===== src/rtl/sseg_display_arbiter.sv =====
// Round-robin arbiter that shares the 4-digit seven-segment display between two requesters with a minimum hold time per grant.
// Optional feature: define SSEG_ARB_PREEMPT_EN to make requester 1 high priority, so it preempts requester 0.
module sseg_display_arbiter #(
    parameter int HOLD_WIDTH  = 26,
    parameter int HOLD_CYCLES = 50_000_000
) (
    input  logic        clk,
    input  logic        reset,
    input  logic        req0,
    input  logic        req1,
    input  logic [15:0] data0,
    input  logic [15:0] data1,
    output logic        grant0,
    output logic        grant1,
    output logic        busy,
    output logic [3:0]  hex0,
    output logic [3:0]  hex1,
    output logic [3:0]  hex2,
    output logic [3:0]  hex3
);

`ifdef SSEG_ARB_PREEMPT_EN
    localparam logic PREEMPT_EN = 1'b1;
`else
    localparam logic PREEMPT_EN = 1'b0;
`endif

    localparam logic [HOLD_WIDTH-1:0] HOLD_LOAD = HOLD_WIDTH'(HOLD_CYCLES - 1);
    localparam logic [HOLD_WIDTH-1:0] HOLD_ZERO = {HOLD_WIDTH{1'b0}};
    localparam logic [HOLD_WIDTH-1:0] HOLD_ONE  = HOLD_WIDTH'(1);

    typedef enum logic [1:0] {
        IDLE = 2'd0,
        OWN0 = 2'd1,
        OWN1 = 2'd2
    } state_t;

    state_t                 state_q, state_d;
    logic [HOLD_WIDTH-1:0]  hold_q, hold_d;
    logic [15:0]            disp_q, disp_d;
    logic                   ptr_q, ptr_d;   // 1'b0 prefers requester 0
    logic                   enter0_s, enter1_s;
    logic                   hold_done_s;

    // Next-state, hold counter, display and round-robin pointer logic
    always_comb begin
        state_d     = state_q;
        hold_d      = hold_q;
        disp_d      = disp_q;
        ptr_d       = ptr_q;
        enter0_s    = 1'b0;
        enter1_s    = 1'b0;
        hold_done_s = (hold_q == HOLD_ZERO);

        case (state_q)
            IDLE: begin
                if (req0 && req1) begin
                    if (PREEMPT_EN || ptr_q) begin
                        enter1_s = 1'b1;
                    end else begin
                        enter0_s = 1'b1;
                    end
                end else if (req0) begin
                    enter0_s = 1'b1;
                end else if (req1) begin
                    enter1_s = 1'b1;
                end else begin
                    state_d = IDLE;
                end
            end
            OWN0: begin
                disp_d = data0;
                hold_d = hold_done_s ? HOLD_ZERO : (hold_q - HOLD_ONE);
                if (req1 && (PREEMPT_EN || hold_done_s)) begin
                    enter1_s = 1'b1;
                end else if (hold_done_s && !req0) begin
                    state_d = IDLE;
                end else begin
                    state_d = OWN0;
                end
            end
            OWN1: begin
                disp_d = data1;
                hold_d = hold_done_s ? HOLD_ZERO : (hold_q - HOLD_ONE);
                if (hold_done_s && req0) begin
                    enter0_s = 1'b1;
                end else if (hold_done_s && !req1) begin
                    state_d = IDLE;
                end else begin
                    state_d = OWN1;
                end
            end
            default: begin
                state_d = IDLE;
            end
        endcase

        // Entry actions are shared by grants from IDLE, handoffs and preemption
        if (enter0_s) begin
            state_d = OWN0;
            hold_d  = HOLD_LOAD;
            disp_d  = data0;
            ptr_d   = 1'b1;
        end else if (enter1_s) begin
            state_d = OWN1;
            hold_d  = HOLD_LOAD;
            disp_d  = data1;
            ptr_d   = 1'b0;
        end else begin
            ptr_d = ptr_q;
        end
    end

    // State, hold counter, display register and pointer
    always_ff @(posedge clk) begin
        if (reset) begin
            state_q <= IDLE;
            hold_q  <= HOLD_ZERO;
            disp_q  <= 16'h0000;
            ptr_q   <= 1'b0;
        end else begin
            state_q <= state_d;
            hold_q  <= hold_d;
            disp_q  <= disp_d;
            ptr_q   <= ptr_d;
        end
    end

    assign grant0 = (state_q == OWN0);
    assign grant1 = (state_q == OWN1);
    assign busy   = (state_q != IDLE);
    assign hex0   = disp_q[3:0];
    assign hex1   = disp_q[7:4];
    assign hex2   = disp_q[11:8];
    assign hex3   = disp_q[15:12];

endmodule


===== config.mk =====
export PLATFORM = sky130hd
export DESIGN_NAME = sseg_display_arbiter
export DESIGN_NICKNAME = d
export VERILOG_FILES = /design/src/rtl/sseg_display_arbiter.sv
export SDC_FILE = /design/constraint.sdc
export NUM_CORES = 1
export LEC_CHECK = 0
export CORE_ASPECT_RATIO = 0.7
export CORE_MARGIN = 2
export CORE_UTILIZATION = 25
export CTS_BUF_LIST = sky130_fd_sc_hd__clkbuf_8
export CTS_CLUSTER_DIAMETER = 30
export DETAILED_ROUTE_END_ITERATION = 12
export GPL_TIMING_DRIVEN = 1
export PLACE_DENSITY = 0.52
export RECOVER_POWER = 25
export SYNTH_ARGS = -nofsm -noshare
export SYNTH_HDL_FRONTEND = slang
export SYNTH_SLANG_ARGS = --single-unit

===== constraint.sdc =====
create_clock -name clk -period 3.45 [get_ports clk]
set_input_delay 1.035 -clock clk [delete_from_list [all_inputs] [get_ports clk]]
set_output_delay 1.035 -clock clk [all_outputs]
set_load 0.02 [all_outputs]

==> flow_metrics.tcl, run 1 <==
set metrics [dict create \
    htree_levels 2 \
    synth_edf_count 0 \
    drt_drc_violations_left 0 \
    grt_max_degree 24 \
    ant_nets 0 \
    critPathKind "in2reg" \
    postLayoutCellArea_mm2 0.00311 \
    yosysSeqAreaShare 0.392 \
    maxCapViolCount 0 \
    grt_antenna_before_repair 0 \
    ctsResizeCount 0 \
    min_path_type "reg2reg" \
    fp.coreArea_mm2 0.00900 \
    drv_slew 0 \
    nNetsFinal 357 \
    viasPerCell 4.88 \
    ios 55 \
    tightest_slew_ps 646 \
    placementRows 29 \
    cts_tree "done" \
    drive_gt1_frac 0.0918 \
    p_total_mw 1.46 \
    dpl-instance-area_mm2 0.00299 \
    ys_seq_elements 45 \
    ctsHoldBuffers 0 \
    ys_warn_count 0 \
    layout_setup_ws_ps 629 \
    slew_headroom 0.565 \
    synth_area_mm2 0.00230 \
    outcome "completed" \
    post-cts-setup-buffer-count 0 \
    finalSetupTns_ps 0 \
    drt_iter0_drc 157 \
    portBuffers 54 \
    clock-sinks 45 \
    avgRoutedWirePerCell_um 14.4 \
    synth_flop_cell "dfxtp_1" \
    hold_viol 0 \
    max-clock-path-buffers 2 \
    grt_pass1_wl_um 10500 \
    yosysUniqueCellTypes 46 \
    whs_ps 480 \
    setup_viol 0 \
    place.gp.congestion 0.774 \
    rsz0062_at_grt "false" \
    antenna_cells 0 \
    clk_latency_ps 310 \
    clkTransAtPathRegs_ps 90 \
    area_growth_syn_to_layout_pct 35.6 \
    num_vias 2149 \
    dieArea_mm2 0.00998 \
    root_buffer "clkbuf_8" \
    clock_skew_ps 4.87 \
    power.leakage_nw 1.14 \
    fin_crit_ps 2820 \
    first_pass_iters 4 \
    cp.arrival_ps 3030 \
    cp.required_ps 3660 \
    power_density_mw_per_mm2 468 \
    initial_core_util 0.255 \
    grt.total_usage 0.128 \
    hpwl_um 4560 \
    syn_avg_cell_area_um2 8.83 \
    grt_pass1_vias 2031 \
    ir_drop_uv 147 \
    overflow 0 \
    async_flop_share 0 \
    crit_path_start_kind "input pin" \
    place_ws_ps 339 \
    die_x_um 119 \
    synth_cells 260 \
    crit_fanout 16 \
    syn_nets 302 \
    fp.dieH_um 84.2 \
    cts_made_buffers 5 \
    post-route-period-util 0.818 \
    max_freq_mhz 355 \
    endpoint_kind "register" \
    wl_um 6350 \
]
[kinds of logic (layout without fill, tap and decap cells)]
logic type | after synthesis | count (layout) | share of synthesized area
AO/OA/AOI/OAI | 79 | 79 | 0.243
multiplexers | 2 | 2 | 0.00872
XOR/XNOR | 19 | 19 | 0.0725
buffers and inverters | 20 | 76 | 0.0343
adder cells (fa/ha/maj) | 6 | 6 | 0.0327
flip-flops | 45 | 45 | 0.392
AND/OR/NAND/NOR | 89 | 89 | 0.217
[cells in the mapped netlist, types with 2 or more instances]
| cell type | number | area share |
|---|---|---|
| nand2_1 | 13 | 0.021 |
| nand3_1 | 3 | 0.0065 |
| a211oi_1 | 2 | 0.0065 |
| nor4_2 | 2 | 0.011 |
| nor4_4 | 2 | 0.019 |
| or3_1 | 4 | 0.011 |
| o211ai_1 | 2 | 0.0065 |
| nor3_1 | 23 | 0.050 |
| o221a_1 | 13 | 0.064 |
| or4_1 | 2 | 0.0065 |
| and3_1 | 3 | 0.0082 |
| clkbuf_1 | 9 | 0.015 |
| buf_2 | 3 | 0.0065 |
| a21oi_1 | 27 | 0.059 |
| a21o_1 | 3 | 0.0098 |
| o21ai_1 | 2 | 0.0044 |
| inv_1 | 7 | 0.011 |
| ha_1 | 6 | 0.033 |
| nor4_1 | 4 | 0.011 |
| o221a_2 | 3 | 0.015 |
| xor2_1 | 10 | 0.038 |
| mux2i_1 | 2 | 0.0087 |
| a31oi_1 | 2 | 0.0054 |
| nand3b_1 | 3 | 0.0098 |
| xnor2_1 | 9 | 0.034 |
| o21ai_0 | 16 | 0.035 |
| dfxtp_1 | 45 | 0.39 |
| nor2_1 | 22 | 0.036 |
[routing by layer]
metal,vias to the layer above,track usage,wire length (um)
met1,1028,0.203,3420
met5,-,0,0
met4,0,0.0390,57
met3,6,0.0183,211
li1,1072,-,-
met2,43,0.176,2660
[power by group]
part           total, mW  leakage, nW  internal (mW)  switching (mW)
Clock              0.433       0.0574          0.236           0.198
Sequential         0.638        0.374          0.584          0.0543
Combinational      0.384        0.710          0.177           0.207
Total               1.46         1.14          0.996           0.459
[sequential cells by signal, indices dropped and copies added, names as in the netlist]
name,count
hold_q,26
ptr_q,1
disp_q,16
state_q,2
[through the flow]
stage,instances,util
6_report,440,0.346
5_1_grt,440,0.346
2_1_floorplan,260,-
3_5_place_dp,432,0.333
4_1_cts,440,0.346
3_3_place_gp,432,0.333
[layout by cell type, fill, tap and decap left out, types with 2 or more instances in the layout]
master,netlist,final
dfxtp_1,45,45
clkdlybuf4s50_1,0,41
a21oi_1,27,27
nor3_1,23,23
nor2_1,22,22
o21ai_0,16,16
nand2_1,13,13
o221a_1,13,13
dlygate4sd3_1,0,13
xor2_1,10,10
xnor2_1,9,9
inv_1,7,7
ha_1,6,6
clkbuf_8,0,6
buf_4,0,6
nor4_1,4,4
or3_1,4,4
nand3b_1,3,3
a21o_1,3,3
and3_1,3,3
o221a_2,3,3
nand3_1,3,3
nor4_4,2,2
or4_1,2,2
o21ai_1,2,2
nor4_2,2,2
mux2i_1,2,2
a31oi_1,2,2
o211ai_1,2,2
[path summary, 6_finish.rpt]
| path | startpoint | endpoint | slack (ps) | cells past startpoint |
|---|---|---|---|---|
| max | req1 | disp_q[3] | 630 | 5 |
| min | hold_q[7] | hold_q[7] | 480 | 2 |
| max reg2reg | hold_q[0] | disp_q[14] | 780 | 8 |
| min reg2reg | hold_q[7] | hold_q[7] | 480 | 2 |
[final cells by class]
cell class,instances,area (um^2)
Inverter,8,30.0
Timing Repair Buffer,60,586
Multi-Input combinational cell,195,1320
Clock buffer,6,82.6
Fill cell,942,5890
Sequential cell,45,901
Tap cell,124,155
Clock inverter,2,37.5
[worst max-delay path: stages]
cell	delay, ps
clkdlybuf4s50_1	550
a21o_1	230
a21oi_2	340
nand2_1	470
o221a_2	390
Note: power is estimated with default switching activity, not from simulation.
==> inputs of run 2 (changes only) <==
- clock period: 3.45 -> 2.7 ns (I/O delays scaled with it)
==> flow_metrics.tcl, run 2 (synthesized netlist as in run 1, its figures left out) <==
set metrics [dict create \
    critPathTopFamily "buffers and inverters" \
    drv_slew 0 \
    fp.coreArea_mm2 0.00900 \
    dieArea_mm2 0.00998 \
    cpMaxStageDelayCell "clkdlybuf4s50_1" \
    min_to "hold_q[7]" \
    r2r_cells 9 \
    power_density_mw_per_mm2 562 \
    whs_path_depth 2 \
    critPathKind "reg2out" \
    cts_made_buffers 5 \
    nNetsFinal 367 \
    hold_path.startpoint "hold_q[7]" \
    grt_pass1_vias 2095 \
    p_switching_mw 0.588 \
    clkTransAtPathRegs_ps 90 \
    finalSetupTns_ps 0 \
    clkPwrFrac 0.258 \
    maxCapViolCount 0 \
    layout_setup_ws_ps 145 \
    crit_path_start_kind "register" \
    utilization 0.353 \
    whs_ps 484 \
    ctsHoldBuffers 0 \
    reg2reg_slack_ps 270 \
    ir_drop_uv 187 \
    regMostFlops "hold_q" \
    r2r-start "hold_q[0]" \
    grt.total_usage 0.131 \
    fin_cells 450 \
    place.gp.congestion 0.732 \
    fp.dieH_um 84.2 \
    clock_skew_ps 12.2 \
    p_total_mw 1.79 \
    ctsResizeCount 0 \
    hpwl_um 4760 \
    largest_reg_flops 26 \
    max-clock-path-buffers 2 \
    root_buffer "clkbuf_8" \
    placedCellCount 442 \
    min_path_type "reg2reg" \
    clock-sinks 45 \
    portBuffers 54 \
    antenna_cells 0 \
    fillCellCount 982 \
    max_freq_mhz 391 \
    p_int_mw 1.20 \
    comb_power_share 0.286 \
    area_growth_syn_to_layout_pct 38.4 \
    cts_tree "done" \
    most-common-layout-cells "dfxtp_1 (45), clkdlybuf4s50_1 (39), a21oi_1 (27)" \
    clk_latency_ps 310 \
    viasPerCell 4.67 \
    tightest_slew_ps 549 \
    drt_iter0_drc 152 \
    setup_viol 0 \
    first_pass_iters 4 \
    worst_path_most_repeated_cell "inv_1" \
    wl_um 6270 \
    critPathMaxStageDelay_ps 630 \
    place_ws_ps 46.5 \
    power.leakage_nw 1.19 \
    post-route-period-util 0.946 \
    seq_power_share 0.456 \
    cp.arrival_ps 1740 \
    initial_core_util 0.255 \
    outcome "completed" \
    cp.required_ps 1890 \
    layout_commonest_cell "dfxtp_1" \
    grt_antenna_before_repair 0 \
    placementRows 29 \
    die_x_um 119 \
    avgRoutedWirePerCell_um 13.9 \
    cp_num_buf_inv 3 \
    endpoint_kind "output pin" \
    reg_top3 "hold_q x26, disp_q x16, state_q x2" \
    drive_gt1_frac 0.123 \
    slew_headroom 0.631 \
    num_vias 2102 \
    cp_cell_sequence "inv_1 -> ha_1 -> inv_1 -> clkdlybuf4s50_1" \
    postLayoutCellArea_mm2 0.00318 \
    drt_drc_violations_left 0 \
    ios 55 \
    timing.rr.end "disp_q[5]" \
    rsz0062_at_grt "false" \
    grt_pass1_wl_um 10600 \
    dpl-instance-area_mm2 0.00308 \
    overflow 0 \
    crit_fanout 5 \
    post-cts-setup-buffer-count 0 \
    p_sw_frac 0.329 \
    grt_max_degree 18 \
    htree_levels 2 \
    fin_crit_ps 2550 \
    ant_nets 0 \
    hold_viol 0 \
]
[run 2: cell types whose count changed in the layout (fill, tap and decap cells not counted)]
cell	before	now
a21o_1	3	2
a21o_2	0	1
buf_12	0	1
buf_4	6	15
bufinv_16	1	0
clkdlybuf4s50_1	41	39
clkinv_2	0	1
clkinv_4	0	1
clkinvlp_4	1	0
dlygate4sd3_1	13	15
[run 2: worst min-delay path: stages, from the launching register on]
cell and delay (ps):
dfxtp_1 320, o31ai_1 60, a21oi_1 60
[run 2: final cells by class]
type | count | area (um^2) | area share
Clock buffer | 6 | 82.6 | 0.0260
Clock inverter | 2 | 13.8 | 0.00433
Inverter | 8 | 30.0 | 0.00945
Multi-Input combinational cell | 195 | 1320 | 0.416
Sequential cell | 45 | 901 | 0.283
Tap cell | 124 | 155 | 0.0488
Timing Repair Buffer | 70 | 673 | 0.212
[run 2: worst max-delay path by stage]
stage | startpoint | end | slack (ps) | depth (start not counted)
5_1_grt | hold_q[0] | hold_q[9] | 1 | 8
4_1_cts | state_q[1] | busy | 130 | 4
2_1_floorplan | req1 | disp_q[10] | 230 | 6
6_report | state_q[1] | busy | 150 | 4
3_3_place_gp | req0 | disp_q[0] | 110 | 7
3_5_place_dp | req0 | disp_q[4] | 50 | 7
[run 2: power groups by stage]
stage / logic [mW] / registers (mW) / clock network (mW)
after global routing: 0.563 / 0.828 / 0.504
after CTS: 0.526 / 0.816 / 0.476
final: 0.512 / 0.814 / 0.461
after floorplan: 0.258 / 0.863 / 0
after global placement: 0.523 / 0.830 / 0
after detailed placement: 0.524 / 0.831 / 0
[run 2: metal layers]
metal	up-vias	global-route usage	part of all wire
met2	27	0.180	0.40
met5	-	0	0
met4	0	0.0335	0.0099
met1	976	0.207	0.57
met3	6	0.0231	0.026
li1	1093	-	-
==> inputs of run 3 (changes only) <==
- CAP_MARGIN: unset -> 0
==> results of run 3 <==
The final DEF is identical to that of run 2; final timing and power are the same.
